===== src/rtl/sin_cos_arbiter.sv =====
// Round-robin arbiter sharing one sin_cos lookup unit between NREQ requesters.
// Each grant is tagged through a LAT-deep pipeline so the result returns to its originator.

module sin_cos (
    input  logic        clk,
    input  logic        rst_n,
    input  logic [9:0]  phase,
    output logic [17:0] sin_val,
    output logic [17:0] cos_val
);
    // Rotation state carries 8 guard bits below the Q1.17 output LSB
    typedef struct packed {
        logic [27:0] x;
        logic [27:0] y;
        logic [31:0] z;
    } cordic_t;

    // Quarter-wave angle units: pi/2 == 2^30, so atan(2^-i) scaled to a 2^32 full circle
    function automatic logic [31:0] atan_tab(input logic [4:0] i);
        case (i)
            5'd0:    atan_tab = 32'h2000_0000;
            5'd1:    atan_tab = 32'h12E4_051E;
            5'd2:    atan_tab = 32'h09FB_385B;
            5'd3:    atan_tab = 32'h0511_11D4;
            5'd4:    atan_tab = 32'h028B_0D43;
            5'd5:    atan_tab = 32'h0145_D7E1;
            5'd6:    atan_tab = 32'h00A2_F61E;
            5'd7:    atan_tab = 32'h0051_7C55;
            5'd8:    atan_tab = 32'h0028_BE53;
            5'd9:    atan_tab = 32'h0014_5F2F;
            5'd10:   atan_tab = 32'h000A_2F98;
            5'd11:   atan_tab = 32'h0005_17CC;
            5'd12:   atan_tab = 32'h0002_8BE6;
            5'd13:   atan_tab = 32'h0001_45F3;
            5'd14:   atan_tab = 32'h0000_A2FA;
            5'd15:   atan_tab = 32'h0000_517D;
            5'd16:   atan_tab = 32'h0000_28BE;
            5'd17:   atan_tab = 32'h0000_145F;
            5'd18:   atan_tab = 32'h0000_0A30;
            5'd19:   atan_tab = 32'h0000_0518;
            5'd20:   atan_tab = 32'h0000_028C;
            5'd21:   atan_tab = 32'h0000_0146;
            default: atan_tab = 32'h0000_0000;
        endcase
    endfunction

    function automatic cordic_t cordic_iter(input cordic_t s, input int first, input int last);
        logic signed [27:0] x;
        logic signed [27:0] y;
        logic signed [27:0] xs;
        logic signed [27:0] ys;
        logic signed [31:0] z;
        cordic_t r;
        x = $signed(s.x);
        y = $signed(s.y);
        z = $signed(s.z);
        for (int i = first; i <= last; i++) begin
            xs = x >>> i;
            ys = y >>> i;
            if (!z[31]) begin
                x = x - ys;
                y = y + xs;
                z = z - $signed(atan_tab(5'(i)));
            end else begin
                x = x + ys;
                y = y - xs;
                z = z + $signed(atan_tab(5'(i)));
            end
        end
        r.x = x;
        r.y = y;
        r.z = z;
        return r;
    endfunction

    function automatic logic [17:0] round_sat(input logic signed [27:0] v);
        logic signed [27:0] r;
        r = (v + 28'sd128) >>> 8;
        if (r > 28'sd131071) begin
            round_sat = 18'h1FFFF;
        end else if (r < -28'sd131071) begin
            round_sat = 18'h20001;
        end else begin
            round_sat = r[17:0];
        end
    endfunction

    function automatic logic [17:0] neg18(input logic [17:0] v);
        return ~v + 18'd1;
    endfunction

    cordic_t     init_s;
    cordic_t     mid_s;
    cordic_t     fin_s;
    cordic_t     s1_r;
    logic [1:0]  quad_r;
    logic [17:0] s_s;
    logic [17:0] c_s;
    logic [17:0] sin_s;
    logic [17:0] cos_s;

    // First half of the rotation; x starts pre-scaled by the CORDIC gain so |result| tops out at 131071
    always_comb begin
        init_s.x = 28'sd20375872;
        init_s.y = 28'sd0;
        init_s.z = {2'b00, phase[7:0], 22'd0};
        mid_s    = cordic_iter(init_s, 0, 10);
    end

    // Pipeline register between the two rotation halves
    always_ff @(posedge clk or negedge rst_n) begin
        if (!rst_n) begin
            s1_r   <= '0;
            quad_r <= 2'd0;
        end else begin
            s1_r   <= mid_s;
            quad_r <= phase[9:8];
        end
    end

    // Second half of the rotation, rounding, then quadrant unfolding
    always_comb begin
        fin_s = cordic_iter(s1_r, 11, 21);
        s_s   = round_sat($signed(fin_s.y));
        c_s   = round_sat($signed(fin_s.x));
        case (quad_r)
            2'd0:    begin sin_s = s_s;        cos_s = c_s;        end
            2'd1:    begin sin_s = c_s;        cos_s = neg18(s_s); end
            2'd2:    begin sin_s = neg18(s_s); cos_s = neg18(c_s); end
            2'd3:    begin sin_s = neg18(c_s); cos_s = s_s;        end
            default: begin sin_s = s_s;        cos_s = c_s;        end
        endcase
    end

    // Output register
    always_ff @(posedge clk or negedge rst_n) begin
        if (!rst_n) begin
            sin_val <= 18'd0;
            cos_val <= 18'd0;
        end else begin
            sin_val <= sin_s;
            cos_val <= cos_s;
        end
    end
endmodule

module sin_cos_arbiter #(
    parameter int NREQ = 4,
    parameter int LAT  = 2
) (
    input  logic                 clk,
    input  logic                 rst_n,
    input  logic                 en,
    input  logic [NREQ-1:0]      req,
    input  logic [NREQ*10-1:0]   phase,
    output logic [NREQ-1:0]      gnt,
    output logic [NREQ-1:0]      rsp_valid,
    output logic [17:0]          rsp_sin,
    output logic [17:0]          rsp_cos,
    output logic                 busy
);
    localparam int PTR_W = (NREQ > 1) ? $clog2(NREQ) : 1;

    logic [PTR_W-1:0] ptr_r;
    logic [PTR_W-1:0] next_ptr_s;
    logic [PTR_W-1:0] scan_idx_s;
    logic [9:0]       last_phase_r;
    logic [9:0]       sc_phase_s;
    logic [9:0]       phase_arr_s [NREQ];
    logic [NREQ-1:0]  gnt_s;
    logic             any_gnt_s;
    logic [LAT-1:0]   vld_r;
    logic [NREQ-1:0]  id_r [LAT];
    logic [17:0]      sc_sin_s;
    logic [17:0]      sc_cos_s;

    for (genvar g = 0; g < NREQ; g++) begin : g_phase
        assign phase_arr_s[g] = phase[g*10 +: 10];
    end

    // First requesting index scanning upward from ptr; the unit sees last_phase when idle
    always_comb begin
        gnt_s      = '0;
        any_gnt_s  = 1'b0;
        next_ptr_s = ptr_r;
        sc_phase_s = last_phase_r;
        scan_idx_s = '0;
        for (int k = 0; k < NREQ; k++) begin
            scan_idx_s = PTR_W'((int'(ptr_r) + k) % NREQ);
            if (en && !any_gnt_s && req[scan_idx_s]) begin
                any_gnt_s         = 1'b1;
                gnt_s[scan_idx_s] = 1'b1;
                next_ptr_s        = (scan_idx_s == PTR_W'(NREQ - 1)) ? '0 : scan_idx_s + 1'b1;
                sc_phase_s        = phase_arr_s[scan_idx_s];
            end else begin
                any_gnt_s = any_gnt_s;
            end
        end
    end

    // Round-robin pointer and held phase advance only on a grant
    always_ff @(posedge clk or negedge rst_n) begin
        if (!rst_n) begin
            ptr_r        <= '0;
            last_phase_r <= 10'd0;
        end else if (any_gnt_s) begin
            ptr_r        <= next_ptr_s;
            last_phase_r <= sc_phase_s;
        end
    end

    // Tag pipeline; depth must track the sin_cos latency so tags line up with results
    always_ff @(posedge clk or negedge rst_n) begin
        if (!rst_n) begin
            vld_r <= '0;
            for (int k = 0; k < LAT; k++) begin
                id_r[k] <= '0;
            end
        end else begin
            vld_r[0] <= any_gnt_s;
            id_r[0]  <= gnt_s;
            for (int k = 1; k < LAT; k++) begin
                vld_r[k] <= vld_r[k-1];
                id_r[k]  <= id_r[k-1];
            end
        end
    end

    sin_cos u_sin_cos (
        .clk     (clk),
        .rst_n   (rst_n),
        .phase   (sc_phase_s),
        .sin_val (sc_sin_s),
        .cos_val (sc_cos_s)
    );

    assign gnt       = gnt_s;
    assign rsp_valid = vld_r[LAT-1] ? id_r[LAT-1] : '0;
    assign rsp_sin   = sc_sin_s & {18{vld_r[LAT-1]}};
    assign rsp_cos   = sc_cos_s & {18{vld_r[LAT-1]}};
    assign busy      = |vld_r;
endmodule


===== config.mk =====
export PLATFORM = sky130hd
export DESIGN_NAME = sin_cos_arbiter
export DESIGN_NICKNAME = d
export VERILOG_FILES = /design/src/rtl/sin_cos_arbiter.sv
export SDC_FILE = /design/constraint.sdc
export NUM_CORES = 2
export LEC_CHECK = 0
export ABC_CLOCK_PERIOD_IN_PS = 44200
export CORE_MARGIN = 2
export CORE_UTILIZATION = 35
export DETAILED_ROUTE_END_ITERATION = 10
export PLACE_DENSITY = 0.54
export REMOVE_ABC_BUFFERS = 1
export SLEW_MARGIN = 10
export SYNTH_ARGS = -nofsm -noshare
export SYNTH_HDL_FRONTEND = slang
export SYNTH_SLANG_ARGS = --single-unit

===== constraint.sdc =====
create_clock -name clk -period 44.2 [get_ports clk]
set_input_delay 13.26 -clock clk [delete_from_list [all_inputs] [get_ports clk]]
set_output_delay 13.26 -clock clk [all_outputs]
set_load 0.01 [all_outputs]

==> After elaboration in Yosys (flattened, before gate mapping) <==
Cells that the tools add are included.
{ "classes": {"addsub": 132, "n_eq_ne": 7, "magnitude_cmp": 16, "muxes": 157, "n_bitwise": 11, "n_reduce_logical": 18} }
{ "ops": {"columns": ["op", "n"], "rows": [
  ["$mux 32", 60],
  ["$mux 28", 40],
  ["$add 32x32->32", 20],
  ["$sub 32x32->32", 20],
  ["$pmux 18 s4", 2],
  ["$mux 10", 12],
  ["$bmux 10 s2", 4],
  ["$mux 18", 4],
  ["$add 28x10->28", 2],
  ["$add 28x11->28", 2],
  ["$add 28x12->28", 2],
  ["$add 28x13->28", 2],
  ["$add 28x14->28", 2],
  ["$add 28x15->28", 2],
  ["$add 28x16->28", 2],
  ["$add 28x17->28", 2],
  ["$add 28x18->28", 2],
  ["$add 28x19->28", 2],
  ["$add 28x20->28", 2],
  ["$add 28x21->28", 2],
  ["$add 28x22->28", 2],
  ["$add 28x23->28", 2],
  ["$add 28x24->28", 2],
  ["$add 28x25->28", 2],
  ["other kinds (52)", 147]
]} }
{ "word_totals": {"register_bits": 148, "word_cells": 352, "in_bits": 47} }

==> Longest topological paths before layout <==
{ "depth": {"depth_word": 47, "depth_mapped": 270, "depth_no_buf": 263} }

==> Modules after synthesis <==
From an unflattened synthesis, not the netlist that was laid out.
{ "unflattened": {"hier_cells": 12124, "area_unflattened_um2": 87142.3} }
{ "by_module_without_submodules": {"columns": ["mod", "cells_each", "n_inst", "seq_area_each_um2", "area_each_um2"], "rows": [
  ["sin_cos", 11843, 1, 3128.0, 84195.8],
  ["sin_cos_arbiter", 281, 1, 550.5, 2946.6]
]} }

==> Worst setup path after synthesis <==
No wires, ideal clock.
{ "synth_timing": {"kind": "input to register", "from": "input req[3]", "to": "register u_sin_cos.s1_r[31] (netlist bit)", "setup_time_ns": 0.077, "n_path_buf": 18, "path_stages": 211, "required_time_ns": 44.123, "arrival_ns": 52.854, "slack_ns": -8.732, "cell_sequence": "mux4_2 buf_2 nor4bb_1 buf_2 buf_4 nand2_1 o31ai_1 mux2i_1 o211ai_2 a21o_1 inv_2 a31oi_1 buf_2 inv_1 ha_1 a21o_1 a21o_1 a21oi_1 (+175 left out) nand2b_1 and2_1 o21ai_0 nand2b_1 and2_1 o21ai_0 nand2b_1 and2_1 o21ai_0 nand2b_1 a21o_1 a21o_1 a21o_1 a21o_1 a21o_1 a21o_1 a21o_1 a21oi_1"} }
{ "synth_lines": {"columns": ["item", "line", "source"], "rows": [
  ["from (decl)", "154", "input logic [NREQ-1:0] req,"],
  ["to (signal assigned)", "116", "s1_r <= mid_s;"],
  ["to (decl)", "95", "cordic_t s1_r;"]
]} }

==> out/metrics.yaml <==
clock_network:
  numCtsBuffers: 17
  clkTransAtPathRegs_ns: 0.07
  root_buffer: "clkbuf_16"
  cts_tree: "done"
  clock-sinks: 147
  postCtsHoldBufs: 0
  clockBufferDepth: 2
  htreeDepth: 4
  clk_latency_ns: 0.54
logic_synthesis:
  synth_area_um2: 88200
  yosysTopAreaCell: "ha_1"
  seq_area_frac_synth: 0.0417
  yosysWarnings: 0
  ys_top_cells_by_area: "ha_1 23%, xnor2_1 12%, a21oi_1 6.3%, nor2_1 5.3%, xor2_1 4.7%"
  yosys.cell_types.count: 133
  async_flop_share: 1.00
  ys_ff_latch: 147
  synthFlopType: "dfrtp_1"
  yosys.area.top_type_share: 0.233
  synth_edf_count: 0
  avgSynthCellArea_um2: 7.23
  synthCells: 12204
setup_path:
  crit_path_start_kind: "input port"
  crit_fanout: 8
  crit_path_frequent_cell: "buf_4"
  critical_path_arrival_ns: 44.62
  crit_start: "req[1]"
  rr_startpoint: "u_sin_cos.s1_r[43]$_DFF_PN0_"
  cp_slowest_stage_delay_ns: 0.59
  slowest_stage: "mux4_2"
  critical_path_class: "input port to register"
  critPathRequiredTime_ns: 44.65
  critPathCaptureType: "register"
cells_and_area:
  syn_to_final_growth_pct: 44.6
  seq_area_um2: 3680
  drive_gt1_frac: 0.316
  multi_input_area_um2: 84100
  diodes: 0
  fin_util: 0.508
  fill_cells: 24877
  layout.nets: 17828
floorplanning:
  io_pins: 92
  dieHeight_um: 506
  core-area_um2: 251000
  fp.dieArea_um2: 256000
  die_w_um: 506
  initial_core_util: 0.352
  rows: 184
routing:
  vias: 98066
  wl_per_cell_um: 15.7
  drt-vias-per-instance: 5.04
  antenna_left: 0
  drt-pass1-iter-count: 6
  drc_errors: 0
  drt_iter0_drc: 4562
  drt_wl_total_um: 306000
global_routing:
  antenna_found_initial: 1
  grt_pass1_wl_um: 483000
  grt_max_degree: 65
  overflow: 0
  grt_pass1_vias: 94288
  grt_usage: 0.227
timing:
  max_slew_margin: 0.230
  worst_slew_pin_slew_ns: 1.14
  report.final.setup_viol: 0
  period_needed_ns: 44.18
  fin_tns_setup_ns: 0
  timing.fmax_ghz: 0.0226
  layout_setup_ws_ns: 0.0242
  hold_viol: 0
  slew_violations: 0
  skew_ns: 0.0263
  rsz0062_at_grt: "true"
  period_share: 0.999
placement:
  routabilityCongestion: 0.920
  hpwl_um: 255000
  portBuffers: 91
  pre_cts_ws_ns: -5.95
min_path:
  hp-start: "id_r[4]$_DFF_PN0_"
  hp-class: "register to register"
flow_run:
  drv_cap: 0
run_status:
  status: "complete, no violations"
==> final timing paths <==
check / to / slack, ns / depth (start not counted)
setup / recovery: u_sin_cos.s1_r[30]$_DFF_PN0_ / 0.02 / 212
hold / removal: id_r[0]$_DFF_PN0_ / 0.35 / 0
setup reg to reg: u_sin_cos.cos_val[16]$_DFF_PN0_ / 1.93 / 239
hold reg to reg: id_r[0]$_DFF_PN0_ / 0.35 / 0
max in group asynchronous: u_sin_cos.s1_r[31]$_DFF_PN0_ / 29.61 / 3
min in group asynchronous: u_sin_cos.quad_r[1]$_DFF_PN0_ / 12.65 / 1
==> state kept, by name, indices dropped and copies added, names as in the netlist <==
| register | cells |
|---|---|
| u_sin_cos.s1_r | 87 |
| u_sin_cos.cos_val | 18 |
| u_sin_cos.sin_val | 18 |
| last_phase_r | 10 |
| id_r | 8 |
| ptr_r | 2 |
| u_sin_cos.quad_r | 2 |
| vld_r | 2 |
==> cells in the mapped netlist, types with 59 or more instances <==
cell type,instances
ha_1,1643
nor2_1,1241
xnor2_1,1177
a21oi_1,1110
inv_1,983
o21ai_0,829
nand2_1,817
xor2_1,474
o21bai_1,362
nor3_1,302
a21o_1,292
o21a_1,239
a21boi_0,203
nand2b_1,176
nand3_1,161
clkbuf_1,158
dfrtp_1,147
nor2b_1,146
and2_1,137
or3_1,125
a31oi_1,96
mux2i_1,89
a211oi_1,84
o31ai_1,67
and3_1,65
or2_2,65
nand4_1,64
o211ai_1,59
==> layout by cell type (no fill, tap or decap), drive strengths merged, types with 36 or more instances in the layout <==
cell type	n
mux2i	94
o21ai	852
nand4	64
nor2	1243
a21boi	209
a211oi	86
nand2b	176
mux4	51
nor4	41
a21oi	1115
or2	67
buf	3984
or4	36
nand3	162
nand2	819
clkdlybuf4s50	81
a31oi	99
nor2b	146
xnor2	1192
and2	144
ha	1643
nor3	305
dfrtp	147
o211ai	62
mux2	44
or3	125
a21o	292
fa	51
and3	65
o31ai	68
inv	1001
xor2	479
o21a	239
o21bai	362
==> worst max-delay path: cells and delay by family <==
kind	cells	cell delay [ns]
AOI/OAI and AO/OA	100	15.78
adders and majority gates	10	2.54
buffers and inverters	86	10.40
muxes	1	0.59
and+or+nand+nor	12	1.60
xor gates and xnor gates	3	0.39
==> logic make-up after synthesis <==
logic type | count (synthesis) | share of synthesized area
AOI/OAI and AO/OA | 3759 | 0.271
adders and majority gates | 1695 | 0.245
xor gates and xnor gates | 1680 | 0.171
DFF | 147 | 0.0417
and+or+nand+nor | 3525 | 0.190
muxes | 188 | 0.0295
buffers and inverters | 1210 | 0.0522
==> routing by layer <==
layer	share of wire	global-route usage	vias to the layer above
met5	0.000023	0	-
li1	-	-	51380
met1	0.46	0.289	45082
met3	0.021	0.0109	333
met2	0.49	0.414	1269
met4	0.028	0.0596	2
==> final cells by class <==
| type | instances | area share |
|---|---|---|
| repair buffers | 4072 | 0.245 |
| clock buffers | 20 | 0.00366 |
| well taps | 3348 | 0.0328 |
| clock inverters | 11 | 0.00109 |
| multi-input cells | 10849 | 0.659 |
| flip-flops and latches | 147 | 0.0289 |
| inverters | 1000 | 0.0296 |
==> per-stage QoR <==
stage               instance area, µm²  hold slack [ns]  instances
floorplan                        87400            0.331      11994
global placement                119000            0.333      18916
detailed placement              119000            0.341      18916
CTS                             123000            0.356      19316
global route                    128000            0.363      19447
finish                          128000            0.352      19447
==> timing repair <==
item / in CTS / in global routing
cloned: 2 / 3
buffers inserted: 367 / 170
endpoints found under the setup margin: 118 / 112
pin swaps: 178 / 556
resized for setup: 333 / 893
Power is left out: the tool's default activity adds up to more than one toggle a clock period on the data nets, which glitch-free logic cannot reach.
